==> src/rtl/l1_vp_trans_arb_rr_pkg.sv <==
// Shared constants and helpers for the translation-request arbiter.
package l1_vp_trans_arb_rr_pkg;

    localparam logic [1:0] PRV_U   = 2'd0;
    localparam logic [1:0] PRV_S   = 2'd1;
    localparam logic [1:0] PRV_M   = 2'd3;
    localparam logic [4:0] VM_SV39 = 5'd9;

    // Index width for n entries, never less than one bit.
    function automatic int unsigned clog2(input int unsigned n);
        int unsigned w;
        w = 0;
        while ((32'd1 << w) < n) begin
            w = w + 1;
        end
        return (w == 0) ? 1 : w;
    endfunction

endpackage

==> src/rtl/l1_vp_trans_arb_rr_if.sv <==
// Request/response bus of the translation arbiter.
// Ports: per-channel req valid/ready/instruction/passthrough/vpn,
//        single resp valid/ready with granted port, vpn, priv, priv_s, vm_enabled.
// master = requesters + response consumer, slave = arbiter.
interface l1_vp_trans_arb_rr_if
    import l1_vp_trans_arb_rr_pkg::*;
#(
    parameter int unsigned NPORTS = 2,
    parameter int unsigned VPN_W  = 27
);
    localparam int unsigned PW = clog2(NPORTS);

    logic [NPORTS-1:0]       io_req_valid;
    logic [NPORTS-1:0]       io_req_ready;
    logic [NPORTS-1:0]       io_req_bits_instruction;
    logic [NPORTS-1:0]       io_req_bits_passthrough;
    logic [NPORTS*VPN_W-1:0] io_req_bits_vpn;

    logic                    io_resp_valid;
    logic                    io_resp_ready;
    logic [PW-1:0]           io_resp_port;
    logic [VPN_W-1:0]        io_resp_vpn;
    logic [1:0]              io_resp_priv;
    logic                    io_resp_priv_s;
    logic                    io_resp_vm_enabled;

    modport master (
        output io_req_valid, io_req_bits_instruction, io_req_bits_passthrough,
               io_req_bits_vpn, io_resp_ready,
        input  io_req_ready, io_resp_valid, io_resp_port, io_resp_vpn,
               io_resp_priv, io_resp_priv_s, io_resp_vm_enabled
    );

    modport slave (
        input  io_req_valid, io_req_bits_instruction, io_req_bits_passthrough,
               io_req_bits_vpn, io_resp_ready,
        output io_req_ready, io_resp_valid, io_resp_port, io_resp_vpn,
               io_resp_priv, io_resp_priv_s, io_resp_vm_enabled
    );
endinterface

==> src/rtl/l1_priv_decode.sv <==
// Effective privilege and translation-enable decode for one channel.
// Ports: status fields (mprv, mpp, prv, debug, vm), channel instruction and
//        passthrough flags; combinational priv_c, priv_s_c, vm_enabled_c.
module l1_priv_decode
    import l1_vp_trans_arb_rr_pkg::*;
#(
    parameter logic [4:0] VM_MODE = VM_SV39
) (
    input  logic       mprv,
    input  logic [1:0] mpp,
    input  logic [1:0] prv,
    input  logic       debug,
    input  logic [4:0] vm,
    input  logic       instruction,
    input  logic       passthrough,
    output logic [1:0] priv_c,
    output logic       priv_s_c,
    output logic       vm_enabled_c
);
    // MPRV only redirects data accesses, never fetches.
    logic do_mprv;

    assign do_mprv      = mprv & ~instruction;
    assign priv_c       = do_mprv ? mpp : prv;
    assign priv_s_c     = (priv_c == PRV_S);
    assign vm_enabled_c = (vm == VM_MODE) && (priv_c <= PRV_S) && !debug && !passthrough;
endmodule

==> src/rtl/l1_vp_trans_arb_rr.sv <==
// Round-robin arbiter feeding a one-deep translation request register.
// Ports: clk, reset_n (async active-low), status inputs, io_flush,
//        bus (slave side of l1_vp_trans_arb_rr_if).
module l1_vp_trans_arb_rr
    import l1_vp_trans_arb_rr_pkg::*;
#(
    parameter int unsigned NPORTS  = 2,
    parameter int unsigned VPN_W   = 27,
    parameter logic [4:0]  VM_MODE = 5'd9
) (
    input  logic       clk,
    input  logic       reset_n,
    input  logic       io_ptw_status_mprv,
    input  logic [1:0] io_ptw_status_mpp,
    input  logic [1:0] io_ptw_status_prv,
    input  logic       io_ptw_status_debug,
    input  logic [4:0] io_ptw_status_vm,
    input  logic       io_flush,
    l1_vp_trans_arb_rr_if.slave bus
);
    localparam int unsigned PW = clog2(NPORTS);

    logic [NPORTS-1:0][1:0] priv_c;
    logic [NPORTS-1:0]      priv_s_c;
    logic [NPORTS-1:0]      vm_enabled_c;

    logic [PW-1:0]    rr_ptr;
    logic             resp_valid;
    logic [PW-1:0]    resp_port;
    logic [VPN_W-1:0] resp_vpn;
    logic [1:0]       resp_priv;
    logic             resp_priv_s;
    logic             resp_vm_enabled;

    logic             found_c;
    logic [PW-1:0]    grant_idx_c;
    logic             accept_c;
    logic [PW-1:0]    next_ptr_c;

    // Per-channel privilege decode from the live status.
    for (genvar i = 0; i < NPORTS; i++) begin : g_dec
        l1_priv_decode #(.VM_MODE(VM_MODE)) u_dec (
            .mprv         (io_ptw_status_mprv),
            .mpp          (io_ptw_status_mpp),
            .prv          (io_ptw_status_prv),
            .debug        (io_ptw_status_debug),
            .vm           (io_ptw_status_vm),
            .instruction  (bus.io_req_bits_instruction[i]),
            .passthrough  (bus.io_req_bits_passthrough[i]),
            .priv_c       (priv_c[i]),
            .priv_s_c     (priv_s_c[i]),
            .vm_enabled_c (vm_enabled_c[i])
        );
    end

    // First valid channel at or after rr_ptr, wrapping.
    always_comb begin
        found_c     = 1'b0;
        grant_idx_c = '0;
        for (int unsigned k = 0; k < NPORTS; k++) begin
            if (!found_c && bus.io_req_valid[PW'((32'(rr_ptr) + k) % NPORTS)]) begin
                found_c     = 1'b1;
                grant_idx_c = PW'((32'(rr_ptr) + k) % NPORTS);
            end
        end
    end

    // Accept only when the stage can take a new result and no flush is in progress.
    always_comb begin
        accept_c = found_c && !io_flush && (!resp_valid || bus.io_resp_ready);
        bus.io_req_ready = '0;
        if (accept_c) begin
            bus.io_req_ready[grant_idx_c] = 1'b1;
        end
        next_ptr_c = (grant_idx_c == PW'(NPORTS - 1)) ? '0 : grant_idx_c + 1'b1;
    end

    // Result register and round-robin pointer.
    always_ff @(posedge clk or negedge reset_n) begin
        if (!reset_n) begin
            rr_ptr          <= '0;
            resp_valid      <= 1'b0;
            resp_port       <= '0;
            resp_vpn        <= '0;
            resp_priv       <= '0;
            resp_priv_s     <= 1'b0;
            resp_vm_enabled <= 1'b0;
        end else if (io_flush) begin
            resp_valid <= 1'b0;
        end else if (accept_c) begin
            rr_ptr          <= next_ptr_c;
            resp_valid      <= 1'b1;
            resp_port       <= grant_idx_c;
            resp_vpn        <= bus.io_req_bits_vpn[32'(grant_idx_c) * VPN_W +: VPN_W];
            resp_priv       <= priv_c[grant_idx_c];
            resp_priv_s     <= priv_s_c[grant_idx_c];
            resp_vm_enabled <= vm_enabled_c[grant_idx_c];
        end else if (bus.io_resp_ready) begin
            resp_valid <= 1'b0;
        end
    end

    assign bus.io_resp_valid      = resp_valid;
    assign bus.io_resp_port       = resp_port;
    assign bus.io_resp_vpn        = resp_vpn;
    assign bus.io_resp_priv       = resp_priv;
    assign bus.io_resp_priv_s     = resp_priv_s;
    assign bus.io_resp_vm_enabled = resp_vm_enabled;
endmodule

==> src/flat_wrapper.sv <==
// flat-port wrapper written by rule: the top's interface ports become plain ports
module l1_vp_trans_arb_rr_flat import l1_vp_trans_arb_rr_pkg::*;
#(
    parameter int unsigned NPORTS  = 2,
    parameter int unsigned VPN_W   = 27,
    parameter logic [4:0]  VM_MODE = 5'd9
)
  (clk, reset_n, io_ptw_status_mprv, io_ptw_status_mpp, io_ptw_status_prv, io_ptw_status_debug, io_ptw_status_vm, io_flush, bus_io_req_valid, bus_io_req_bits_instruction, bus_io_req_bits_passthrough, bus_io_req_bits_vpn, bus_io_resp_ready, bus_io_req_ready, bus_io_resp_valid, bus_io_resp_port, bus_io_resp_vpn, bus_io_resp_priv, bus_io_resp_priv_s, bus_io_resp_vm_enabled);
  l1_vp_trans_arb_rr_if #(.NPORTS(NPORTS), .VPN_W(VPN_W)) bus_i ();
  input  logic clk;
  input  logic reset_n;
  input  logic io_ptw_status_mprv;
  input  logic [1:0] io_ptw_status_mpp;
  input  logic [1:0] io_ptw_status_prv;
  input  logic io_ptw_status_debug;
  input  logic [4:0] io_ptw_status_vm;
  input  logic io_flush;
  input wire logic [$bits(bus_i.io_req_valid)-1:0] bus_io_req_valid;
  input wire logic [$bits(bus_i.io_req_bits_instruction)-1:0] bus_io_req_bits_instruction;
  input wire logic [$bits(bus_i.io_req_bits_passthrough)-1:0] bus_io_req_bits_passthrough;
  input wire logic [$bits(bus_i.io_req_bits_vpn)-1:0] bus_io_req_bits_vpn;
  input wire logic [$bits(bus_i.io_resp_ready)-1:0] bus_io_resp_ready;
  output wire logic [$bits(bus_i.io_req_ready)-1:0] bus_io_req_ready;
  output wire logic [$bits(bus_i.io_resp_valid)-1:0] bus_io_resp_valid;
  output wire logic [$bits(bus_i.io_resp_port)-1:0] bus_io_resp_port;
  output wire logic [$bits(bus_i.io_resp_vpn)-1:0] bus_io_resp_vpn;
  output wire logic [$bits(bus_i.io_resp_priv)-1:0] bus_io_resp_priv;
  output wire logic [$bits(bus_i.io_resp_priv_s)-1:0] bus_io_resp_priv_s;
  output wire logic [$bits(bus_i.io_resp_vm_enabled)-1:0] bus_io_resp_vm_enabled;
  assign bus_i.io_req_valid = bus_io_req_valid;
  assign bus_i.io_req_bits_instruction = bus_io_req_bits_instruction;
  assign bus_i.io_req_bits_passthrough = bus_io_req_bits_passthrough;
  assign bus_i.io_req_bits_vpn = bus_io_req_bits_vpn;
  assign bus_i.io_resp_ready = bus_io_resp_ready;
  assign bus_io_req_ready = bus_i.io_req_ready;
  assign bus_io_resp_valid = bus_i.io_resp_valid;
  assign bus_io_resp_port = bus_i.io_resp_port;
  assign bus_io_resp_vpn = bus_i.io_resp_vpn;
  assign bus_io_resp_priv = bus_i.io_resp_priv;
  assign bus_io_resp_priv_s = bus_i.io_resp_priv_s;
  assign bus_io_resp_vm_enabled = bus_i.io_resp_vm_enabled;
  l1_vp_trans_arb_rr #(.NPORTS(NPORTS), .VPN_W(VPN_W), .VM_MODE(VM_MODE)) u_core (.clk(clk), .reset_n(reset_n), .io_ptw_status_mprv(io_ptw_status_mprv), .io_ptw_status_mpp(io_ptw_status_mpp), .io_ptw_status_prv(io_ptw_status_prv), .io_ptw_status_debug(io_ptw_status_debug), .io_ptw_status_vm(io_ptw_status_vm), .io_flush(io_flush), .bus(bus_i));
endmodule
==> config.mk <==
export PLATFORM = sky130hd
export DESIGN_NAME = l1_vp_trans_arb_rr_flat
export DESIGN_NICKNAME = d
export VERILOG_FILES = /design/src/rtl/l1_vp_trans_arb_rr_pkg.sv /design/src/rtl/l1_vp_trans_arb_rr_if.sv /design/src/rtl/l1_priv_decode.sv /design/src/rtl/l1_vp_trans_arb_rr.sv /design/src/flat_wrapper.sv
export SDC_FILE = /design/constraint.sdc
export NUM_CORES = 1
export LEC_CHECK = 0
export ABC_AREA = 1
export BUFFER_PORTS_ARGS = -buffer_cell sky130_fd_sc_hd__buf_2
export CORE_MARGIN = 1
export CORE_UTILIZATION = 48
export DETAILED_ROUTE_END_ITERATION = 6
export GPL_TIMING_DRIVEN = 0
export PLACE_DENSITY = 0.86
export SLEW_MARGIN = 30
export SYNTH_ARGS = -nofsm -noshare
export SYNTH_HDL_FRONTEND = slang
export SYNTH_HIERARCHICAL = 1
export SYNTH_SLANG_ARGS = --single-unit
==> constraint.sdc <==
create_clock -name clk -period 1.8 [get_ports clk]
set_input_delay 0.45 -clock clk [delete_from_list [all_inputs] [get_ports clk]]
set_output_delay 0.45 -clock clk [all_outputs]
set_load 0.05 [all_outputs]
==> impl_results.md <==
* Status: finished, final reports clean
* Initial antenna violation count at 0
* First-pass GRT wire length at 8110 µm
* Register Area at 851 µm²
* Root Buffer: clkbuf_8
* Initial DRC count at 127
* Worst Skew at 0.00577 ns
* Final cell utilization of the core at 72.6%
* Total power at 2.56 mW
* Post-synthesis mux area share at 0%
* Count leader, synth: nand2_1
* Measured slew at the worst slew-check pin at 0.751 ns
* Drt total wl at 5220 µm
* Power Dens Cells at 929 mW/mm²
* Simple-gate share of the synthesized area at 47.2%
* Met1 Track Usage GR at 28.3%
* Die W at 66.3 µm
* CP max FO at 6
* Sink Count at 34
* Cell taking the most area after synthesis: dfrtp_1
* Diode count at 0
* Clk slew on worst S/H paths at 0.07 ns
* Final Critical Period at 1.72 ns
* Distinct cells, synth at 15
* Synthesized area at 0.00198 mm²
* CTS HTree Levels at 2
* Setup TNS at 0 ns
* Design Area, Final at 0.00276 mm²
* HP Class: in2async
* CTS Buffer Depth at 2
* Row count at 22
* Post-DRT Antenna Nets at 0
* Crit start category: register
* EDFF count, synth at 0
* Crit. End Element: output port
* DRC Markers at 0
* Post-Syn Instances at 297
* Multi-input combinational cell area at 977 µm²
* Syn nets at 372
* Final Hold Fails at 0
* Routed len/inst at 11.2 µm
* Routed vias at 2,202
* Relative slew slack at 49.9%
* Initial Util at 52.2%
* CTS Buf Count at 5
* Final Cycle Share at 95.7%
* GRT overflow at 0
* Die Height at 66.3 µm
* Routability Congestion at 0.762
* Core area at 0.00380 mm²
* Critical Path Max Stage Delay at 0.38 ns
* Hold_ws at 0.224 ns
* Die area at 0.00439 mm²
* Compound-cell area share of the yosys netlist at 1.01%
* Worst setup path category: reg2out
* Critical path's slowest cell: dfrtp_1
* Met2 usage at 43.6%
* Required time worst endpoint at 1.35 ns
* Final Setup Violations at 0
* Area added between synthesis and finish at 39.1%
* Main combinational cell family by area after synthesis: simple AND/OR/NAND/NOR gates
* Top-area cell type share of the netlist area at 42.9%
* Fin. max-slew vios at 0
* Layout cells sized above 1 at 36.8%
* Synth async-reset ratio at 100%
* Data arrival, critical path at 1.27 ns
* HPWL Detailed at 3820 µm
* FF+latch count, synth at 34
* I/O pin total at 110
* Met3 Use GR at 6.21%
* Top FF cell, synth: dfrtp_1
* Lkg Pwr at 1.75 nW
* MaxCap Viol Count at 0
* TritonCTS clock tree: built
* Post-Synth Adder-Cell Area at 0%
* Synth area leaders: dfrtp_1 (43%), nand2_1 (32%), nand3_1 (8.3%)
* Clock Latency Late Sink at 0.28 ns
* FILL cells at 306
* RSZ-0062 raised after global routing: false
* Placement Cell Area at 0.00259 mm²
* Via density at 4.73
* Fmax at 0.580 GHz
* Drt first pass iters at 4
* Nets at 493
* Vias in the first global route at 1,888
* GR peak layer: met2
* Commonest cells in the netlist: nand2_1 (170), dfrtp_1 (34), nand3_1 (33)
* Syn Area/Cell at 6.68 µm²
* VDD IR max at 536 µV
* Pin count of the biggest net entering global routing at 35
* Worst path cell trace: inv_2, nand2_4, buf_8, a21oi_2, buf_6
* Total track usage at 24.5%
* Syn. warnings at 6
* Number of port buffers at 108
* Register area share after synthesis at 42.9%
* Post-synthesis xor/xnor area fraction at 0%
## worst max-delay path: cells and delay by family, from the launching register on
| kind | cells | cell delay (ns) |
|---|---|---|
| buffers and inverters | 3 | 0.39 |
| DFF | 1 | 0.38 |
| AOI/OAI and AO/OA | 1 | 0.13 |
| and+or+nand+nor | 1 | 0.08 |
## placed cells by master, fill, tap and decap left out
master,count
nand2_1,170
buf_2,113
dfrtp_1,34
nand3_1,33
inv_1,14
buf_4,11
nor2_1,8
nand2_2,6
clkbuf_8,5
buf_6,4
inv_2,4
nand2_4,3
nor2_4,3
clkinv_2,2
buf_8,2
a21oi_1,2
nand3b_1,2
a21oi_2,1
o21ai_0,1
## layer usage
metal,vias to the layer above,routed length (µm)
li1,1142,-
met1,980,2200
met2,78,2660
met3,2,328
met4,0,26
met5,-,0
## flip-flops by register name (all words and copies together), names as in the netlist
register                       count
u_core/bus.io_resp_port            1
u_core/bus.io_resp_priv            2
u_core/bus.io_resp_vpn            27
u_core/rr_ptr                      1
u_core/bus.io_resp_priv_s          1
u_core/bus.io_resp_vm_enabled      1
u_core/bus.io_resp_valid           1
## metrics by stage
| stage | instances | setup slack, ns |
|---|---|---|
| after floorplan | 297 | -0.134 |
| after global placement | 453 | -0.0441 |
| after detailed placement | 453 | -0.0663 |
| after CTS | 459 | 0.0290 |
| after global routing | 466 | 0.0107 |
| final | 466 | 0.0766 |
## kinds of logic (layout without fill, tap and decap cells)
logic type      count (synthesis)  after routing
compound gates                  4              4
simple gates                  225            225
buf+inv                        34            155
flops                          34             34
## power by group
part	switching, mW	internal (mW)	total [mW]
combinational	0.777	0.308	1.09
clock	0.265	0.259	0.524
sequential	0.0648	0.888	0.953
total	1.11	1.46	2.56
## path summary, 6_finish.rpt
check | startpoint | to | depth (start not counted) | slack (ns)
max | u_core/rr_ptr | bus_io_req_ready[0] | 5 | 0.08
min | reset_n | u_core/bus.io_resp_port | 1 | 0.22
max reg2reg | u_core/bus.io_resp_valid | u_core/bus.io_resp_vpn[5] | 7 | 0.53
min reg2reg | u_core/bus.io_resp_vm_enabled | u_core/bus.io_resp_vm_enabled | 2 | 0.48
max in group asynchronous | reset_n | u_core/bus.io_resp_priv_s | 1 | 1.09
min in group clk | io_flush | u_core/bus.io_resp_valid | 2 | 0.38
## layout make-up
class | count | share of cell area [%]
multi-input cells | 229 | 35.4
plain buffers | 14 | 3.86
flip-flops and latches | 34 | 30.9
clock inverters | 2 | 0.363
inverters | 18 | 2.45
clock buffers | 5 | 2.50
well taps | 48 | 2.18
repair buffers | 116 | 22.4
## timing repair
item | in CTS | in global routing
hold buffers | 0 | 0
setup endpoints to repair | 2 | 2
setup buffers | 0 | 8
pin swaps | 0 | 2
resized for setup | 9 | 3
(Power assumes the default switching activity.)
